[src/rtl/at_skid_latch.sv]
`default_nettype none
// ============================================================================
// at_skid_latch : two-entry registered skid/hold stage with load enable,
// flush and optional empty pass-through (macro AT_SKID_LATCH_BYPASS_EN).
// Rev 1.0
// ============================================================================
module at_skid_latch #(
  parameter int              SIZE      = 8,
  parameter logic [SIZE-1:0] RESET_VAL = '0
) (
  input  logic            clk,
  input  logic            reset_l,
  input  logic            en,
  input  logic            flush,
  input  logic            in_valid,
  input  logic [SIZE-1:0] in_data,
  output logic            in_rdy,
  output logic            out_valid,
  output logic [SIZE-1:0] out_data,
  input  logic            out_rdy,
  output logic [1:0]      occ
);

  typedef enum logic [1:0] {
    EMPTY = 2'b00,
    ONE   = 2'b01,
    TWO   = 2'b11
  } state_t;

  state_t          state;
  logic [SIZE-1:0] main_q;
  logic [SIZE-1:0] skid_q;
  logic            main_v;
  logic            skid_v;
  logic            in_xfer;
  logic            out_xfer;
  logic            empty_load;

  assign main_v   = state[0];
  assign skid_v   = state[1];
  // reset_l gating keeps in_rdy low while reset is held yet lets the first edge after release capture
  assign in_rdy   = en & ~skid_v & reset_l;
  assign in_xfer  = in_valid & in_rdy;
  assign out_xfer = main_v & out_rdy;
  assign occ      = {1'b0, main_v} + {1'b0, skid_v};

`ifdef AT_SKID_LATCH_BYPASS_EN
  logic pass_sel;
  assign pass_sel   = ~main_v & in_valid & reset_l;
  assign out_valid  = main_v | (pass_sel & en);
  assign out_data   = pass_sel ? in_data : main_q;
  // a word that leaves the same cycle it arrives is never stored
  assign empty_load = in_xfer & ~out_rdy;
`else
  assign out_valid  = main_v;
  assign out_data   = main_q;
  assign empty_load = in_xfer;
`endif

  always_ff @(posedge clk or negedge reset_l) begin
    if (!reset_l) begin
      state  <= EMPTY;
      main_q <= RESET_VAL;
      skid_q <= RESET_VAL;
    end else if (flush) begin
      state  <= EMPTY;
      main_q <= RESET_VAL;
      skid_q <= RESET_VAL;
    end else begin
      case (state)
        EMPTY: begin
          if (empty_load) begin
            main_q <= in_data;
            state  <= ONE;
          end
        end
        ONE: begin
          if (in_xfer) begin
            if (out_xfer) begin
              main_q <= in_data;
            end else begin
              skid_q <= in_data;
              state  <= TWO;
            end
          end else if (out_xfer) begin
            state <= EMPTY;
          end
        end
        TWO: begin
          if (out_xfer) begin
            main_q <= skid_q;
            state  <= ONE;
          end
        end
        default: state <= EMPTY;
      endcase
    end
  end

endmodule
`default_nettype wire

[config.mk]
export PLATFORM = sky130hd
export DESIGN_NAME = at_skid_latch
export DESIGN_NICKNAME = d
export VERILOG_FILES = /design/src/rtl/at_skid_latch.sv
export SDC_FILE = /design/constraint.sdc
export NUM_CORES = 1
export LEC_CHECK = 0
export BUFFER_PORTS_ARGS = -buffer_cell sky130_fd_sc_hd__buf_2
export CAP_MARGIN = 15
export CORE_MARGIN = 8
export CORE_UTILIZATION = 45
export CTS_BUF_LIST = sky130_fd_sc_hd__clkbuf_8 sky130_fd_sc_hd__clkbuf_16
export DETAILED_ROUTE_END_ITERATION = 8
export PLACE_DENSITY = 0.71
export SLEW_MARGIN = 25
export SYNTH_ARGS = -nofsm -noshare
export SYNTH_HDL_FRONTEND = slang
export SYNTH_SLANG_ARGS = --single-unit
export TNS_END_PERCENT = 100
[constraint.sdc]
create_clock -name clk -period 2.5 [get_ports clk]
set_clock_uncertainty 0.1 [all_clocks]
set_input_delay 0.375 -clock clk [delete_from_list [all_inputs] [get_ports clk]]
set_output_delay 0.375 -clock clk [all_outputs]
set_load 0.05 [all_outputs]
==> impl_metrics.yaml, run 1 <==
routing:
  wl_um: 2170
  wl_per_cell_um: 15.6
  drcViolationCount: 0
  ant_nets: 0
  drt_pass1_iterations: 2
  vias: 749
  avgViaCountPerCell: 5.39
  drt-initial-drc-count: 9
timing:
  slew_viol_final: 0
  max-slew-margin-rel: 0.479
  rsz0062_at_grt: "no"
  max_freq_mhz: 449
  tightest_slew_ns: 0.777
  timing.final.ws_setup_ns: 0.272
  timing.setup.tns_ns: 0
  final.min_clock_period_ns: 2.23
  finalHoldViolations: 0
  finalCritPeriodShare: 0.891
  setup_violations: 0
  hold_slack_ns: 0.249
logic_synthesis:
  yosysSeqAreaShare: 0.455
  synth_top_area_frac: 0.455
  synth_area_per_cell_um2: 12.4
  ys_ff_latch: 18
  yosysWarnings: 0
  ys_types: 26
  postSynthCellCount: 80
  synthesis.nets: 98
  synth_area_um2: 991
  yosysTopAreaCell: "dfrtp_1"
  netlist_top_cells_area: "dfrtp_1 (45%), mux2i_1 (9.1%), mux2_2 (9.1%)"
outcome:
  status: "finished clean"
global_routing:
  grtUsageMet3: 0.0538
  grtUsageMet1: 0.125
  use_met2: 0.175
  grt_max_degree: 15
  grt_overflow: 0
  grt_pass1_vias: 796
  grt-busiest-layer: "met2"
  track_usage: 0.113
  grt_pass1_wl_um: 3640
  grt_antenna_before_repair: 0
final_layout:
  antenna-diode-count: 0
  fin_nets: 130
  synthToLayoutAreaGrowth_pct: 24.5
  n_fill_cell: 185
  drive_gt1_frac: 0.459
job:
  maxCapViolCount: 0
power:
  irDropWorstVdd_uv: 433
  p_leak_nw: 0.583
  power_density_nw_per_um2: 637
critical_path:
  critPathArrivalTime_ns: 2.27
  reg2reg_to: "out_data[1]"
  start_kind: "primary input"
  cp_slowest_cell: "nor4_4"
  critPathTopFamily: "simple AND/OR/NAND/NOR gates"
  path_max_fanout: 8
  r2r_slack_ns: 0.30
  crit_path_end_kind: "flip-flop"
  r2r-start: "state[1]"
  path_cells: "dlygate4sd3_1, buf_2, nand4b_4, nor3_1, nor4_4, mux2_2"
  cp_slowest_stage_delay_ns: 0.55
  required_ns: 2.54
  worstRegToRegCells: 6
  cp_num_buf_inv: 2
  crit_type: "primary input to flip-flop"
clock_network:
  insertion_delay_ns: 0.26
  cts_resized: 0
  cts_tree: "done"
  cts_setup_buffers: 0
  htreeDepth: 1
  cts_root_buffer: "clkbuf_8"
  clockBufferDepth: 2
  cts_buffers: 3
  clk_pin_slew_ns: 0.07
  clkSinkCount: 18
die:
  num_rows: 17
  io_pins: 26
  dieWidth_um: 62.9
  dieArea_um2: 3960
  core_area_um2: 2150
  start_util: 0.461
  die_h_um: 62.9
placement:
  place_worst_setup_slack_ns: 0.318
  dp_hpwl_um: 1580
  port_buffers: 25
  place_congestion: 0.786
worst_hold_path:
  min_path_cells: 2
  holdPathEnd: "skid_q[2]"
  hold_path.class: "primary input to flip-flop"
  hp-start: "in_data[2]"
[cell type report]
type | count | area, um^2 | area share
Tap cell | 28 | 35.0 | 0.0284
Inverter | 2 | 7.51 | 0.00609
Clock buffer | 4 | 55.1 | 0.0446
Multi-Input combinational cell | 58 | 527 | 0.427
Timing Repair Buffer | 29 | 158 | 0.128
Sequential cell | 18 | 452 | 0.366
[through the flow]
stage,power [W],instance area [um^2],std cells,utilization
6_report,0.000786,1230,139,0.574
5_1_grt,0.000823,1230,139,0.574
4_1_cts,0.000799,1230,139,0.574
3_5_place_dp,0.000552,1170,134,0.544
3_3_place_gp,0.000549,1170,134,0.544
2_1_floorplan,0.000491,995,80,-
[worst max-delay path by stage]
stage,startpoint,endpoint,cells after the start
floorplan,state[0],out_data[0],5
global placement,state[0],out_data[0],5
detailed placement,state[1],out_data[0],6
CTS,reset_l,out_data[1],6
global route,state[1],out_data[1],6
finish,reset_l,out_data[1],6
[report_power, final]
| group | total [W] | internal [W] | leakage [nW] | switching, W |
|---|---|---|---|---|
| registers | 0.000327 | 0.000311 | 0.241 | 0.0000155 |
| clock network | 0.000239 | 0.000140 | 0.0288 | 0.0000987 |
| logic | 0.000221 | 0.0000722 | 0.314 | 0.000149 |
[cell usage after synthesis]
| cell | instances |
|---|---|
| nand2_1 | 1 |
| nand4b_4 | 1 |
| a22o_2 | 1 |
| nor3b_2 | 1 |
| nor3_1 | 1 |
| or4_1 | 1 |
| and3_2 | 1 |
| inv_1 | 2 |
| a21oi_1 | 2 |
| clkbuf_1 | 1 |
| nor4b_2 | 2 |
| a31oi_1 | 1 |
| nand3_1 | 1 |
| mux2i_1 | 9 |
| dfrtp_1 | 18 |
| nand2_2 | 1 |
| o21ai_0 | 2 |
| nor2_1 | 9 |
| and4b_1 | 1 |
| ha_1 | 4 |
| a2111o_1 | 1 |
| a22o_1 | 8 |
| a21bo_2 | 1 |
| mux2_2 | 8 |
| nor4_4 | 1 |
| buf_2 | 1 |
[what timing repair did]
action	4_1_cts	5_1_grt
endpoints found under the setup margin	0	0
endpoints found under the hold margin	4	0
hold buffers	1	0
[worst reg2reg max path, cell delays in order (launching register included)]
cell and delay [ns]:
dfrtp_1 0.44, inv_1 0.10, ha_1 0.28, nor2_1 0.13
nor3_1 0.08, nor4_4 0.55, mux2_2 0.41
[sequential cells by signal, summed over array words and instances (netlist names)]
name,cells
state,2
out_data,8
skid_q,8
[per-layer routing]
| layer | wire length [um] | part of all wire |
|---|---|---|
| met2 | 996 | 0.46 |
| met4 | 41 | 0.019 |
| met1 | 970 | 0.45 |
| met3 | 156 | 0.072 |
| met5 | 0 | 0 |
[cells in the final DEF, fill, tap and decap left out, drive strengths merged, types with 2 or more instances in the layout]
cell type  netlist  routed
ha               4       4
mux2i            9       9
a22o             9       9
buf              1      28
inv              2       2
clkbuf           1       4
nor4b            2       2
mux2             8       8
dfrtp           18      18
nor2             9       9
o21ai            2       2
a21oi            2       2
nand2            2       2
[kinds of logic after synthesis]
group / synth area share
buf+inv: 0.0164
flops: 0.455
compound gates: 0.129
fa+ha+maj: 0.0505
simple gates: 0.168
mux: 0.182
Power figures use the tool's default switching activity.
==> run 2, diff against run 1 <==
CTS_BUF_LIST = sky130_fd_sc_hd__clkbuf_4 sky130_fd_sc_hd__clkbuf_8   (was sky130_fd_sc_hd__clkbuf_8 sky130_fd_sc_hd__clkbuf_16)
RECOVER_POWER = 100   (was default)
==> run 2 against run 1 <==
- clock power down 26%
- total power down 9.1%
- routed wire length fell by 5.0%
- register-to-register slack improved by 0.03 ns
- sequential share of layout area up 1.5 points
- hold slack worse by 0.040 ns
- non-clock buffer count unchanged
- global-route usage fell by 0.62 points
- clock-buffer cell count unchanged
- critical path depth stayed put
- largest cell class unchanged
- largest power group unchanged
==> impl_metrics.yaml, run 2 (synthesis gave the netlist of run 1 again) <==
die:
  start_util: 0.461
  io_pins: 26
  num_rows: 17
  die_h_um: 62.9
  dieArea_um2: 3960
  core_area_um2: 2150
  dieWidth_um: 62.9
timing:
  timing.setup.tns_ns: 0
  tightest_slew_ns: 0.821
  final.min_clock_period_ns: 2.28
  max-slew-margin-rel: 0.450
  max_freq_mhz: 439
  finalCritPeriodShare: 0.911
  setup_violations: 0
  slew_viol_final: 0
  finalHoldViolations: 0
  rsz0062_at_grt: "no"
global_routing:
  grt_antenna_before_repair: 0
  grt_overflow: 0
  track_usage: 0.107
  grt_pass1_vias: 796
  grt_max_degree: 15
  grt_pass1_wl_um: 3570
routing:
  avgViaCountPerCell: 5.43
  ant_nets: 0
  wl_per_cell_um: 14.8
  drt_pass1_iterations: 4
  drt-initial-drc-count: 11
  wl_um: 2060
  drcViolationCount: 0
  vias: 755
final_layout:
  fin_nets: 130
  drive_gt1_frac: 0.342
  final_common_cell: "dfrtp_1"
  n_fill_cell: 198
  synthToLayoutAreaGrowth_pct: 19.7
  antenna-diode-count: 0
  final_util: 0.552
  layout_common_cells: "dfrtp_1 (17), buf_2 (13), clkbuf_1 (12)"
clock_network:
  htreeDepth: 1
  cts_setup_buffers: 0
  clockBufferDepth: 2
  insertion_delay_ns: 0.29
  cts_tree: "done"
  clkSinkCount: 18
  clk_pin_slew_ns: 0.10
  cts_buffers: 3
  cts_resized: 0
  cts_root_buffer: "clkbuf_4"
critical_path:
  r2r-start: "state[1]"
  cp.depth: 6
  start_kind: "primary input"
  reg2reg_to: "out_data[4]"
  cp_slowest_stage_delay_ns: 0.55
  critPathArrivalTime_ns: 2.36
  path_cells: "dlygate4sd3_1, clkbuf_1, nand4b_2, nor3_1, nor4_4, mux2_2"
  r2r_slack_ns: 0.33
  cp_slowest_cell: "nor4_4"
  critPathTopFamily: "simple AND/OR/NAND/NOR gates"
  required_ns: 2.59
  worstRegToRegCells: 6
  crit_type: "primary input to flip-flop"
  cp_num_buf_inv: 2
  path_max_fanout: 8
  crit_end: "out_data[4]"
  startpoint: "reset_l"
  crit_path_end_kind: "flip-flop"
power:
  power_density_nw_per_um2: 602
  irDropWorstVdd_uv: 377
  p_leak_nw: 0.525
job:
  maxCapViolCount: 0
placement:
  dp_hpwl_um: 1580
  place_congestion: 0.786
  port_buffers: 25
outcome:
  status: "finished clean"
worst_hold_path:
  hold_path.class: "primary input to flip-flop"
## run 2: changes by cell type in the layout (fill, tap and decap cells not counted), moves of 3 or more
cell,delta
clkbuf_4,+3
clkbuf_8,-3
clkbuf_1,+12
buf_2,-12
## run 2: per-layer routing
metal  part of all wire  track usage  vias up  wire length, um
met5                  0            0        -                0
met3              0.073       0.0591        0              151
met1               0.45        0.119      367              931
met2               0.47        0.181       20              973
li1                   -            -      368                -
met4                  0       0.0114        0                0
## run 2: repair_timing
item	in CTS	in global routing
hold buffers	1	0
setup endpoints to repair	0	0
endpoints found under the hold margin	4	0
## run 2: how the worst min path moves through the flow
stage | start | cells after the start | endpoint
final | in_data[2] | 2 | skid_q[2]
after global routing | in_data[3] | 2 | skid_q[3]
after detailed placement | reset_l | 1 | state[1]
after global placement | reset_l | 1 | state[1]
after CTS | in_data[2] | 2 | skid_q[2]
after floorplan | reset_l | 0 | out_data[0]
## run 2: power breakdown
| part | total, W | leakage [nW] | switching, W | internal, W |
|---|---|---|---|---|
| clock | 0.000178 | 0.0210 | 0.0000888 | 0.0000888 |
| combinational | 0.000211 | 0.263 | 0.000146 | 0.0000644 |
| sequential | 0.000326 | 0.241 | 0.0000156 | 0.000311 |
| total | 0.000715 | 0.525 | 0.000251 | 0.000464 |
## run 2: layout make-up
class	count	area (um^2)	share of cell area
Multi-Input combinational cell	58	515	0.435
Sequential cell	18	452	0.381
Timing Repair Buffer	29	140	0.118
Clock buffer	4	36.3	0.0306
Tap cell	28	35.0	0.0295
Inverter	2	7.51	0.00633
## run 2: through the flow
stage | power [W] | area [um^2] | hold WS, ns | setup slack (ns) | cells
floorplan | 0.000491 | 995 | -0.0206 | 0.179 | 80
global placement | 0.000549 | 1170 | 0.126 | 0.366 | 134
detailed placement | 0.000552 | 1170 | 0.130 | 0.318 | 134
CTS | 0.000733 | 1210 | 0.203 | 0.309 | 139
global route | 0.000750 | 1190 | 0.215 | 0.107 | 139
finish | 0.000715 | 1190 | 0.208 | 0.221 | 139
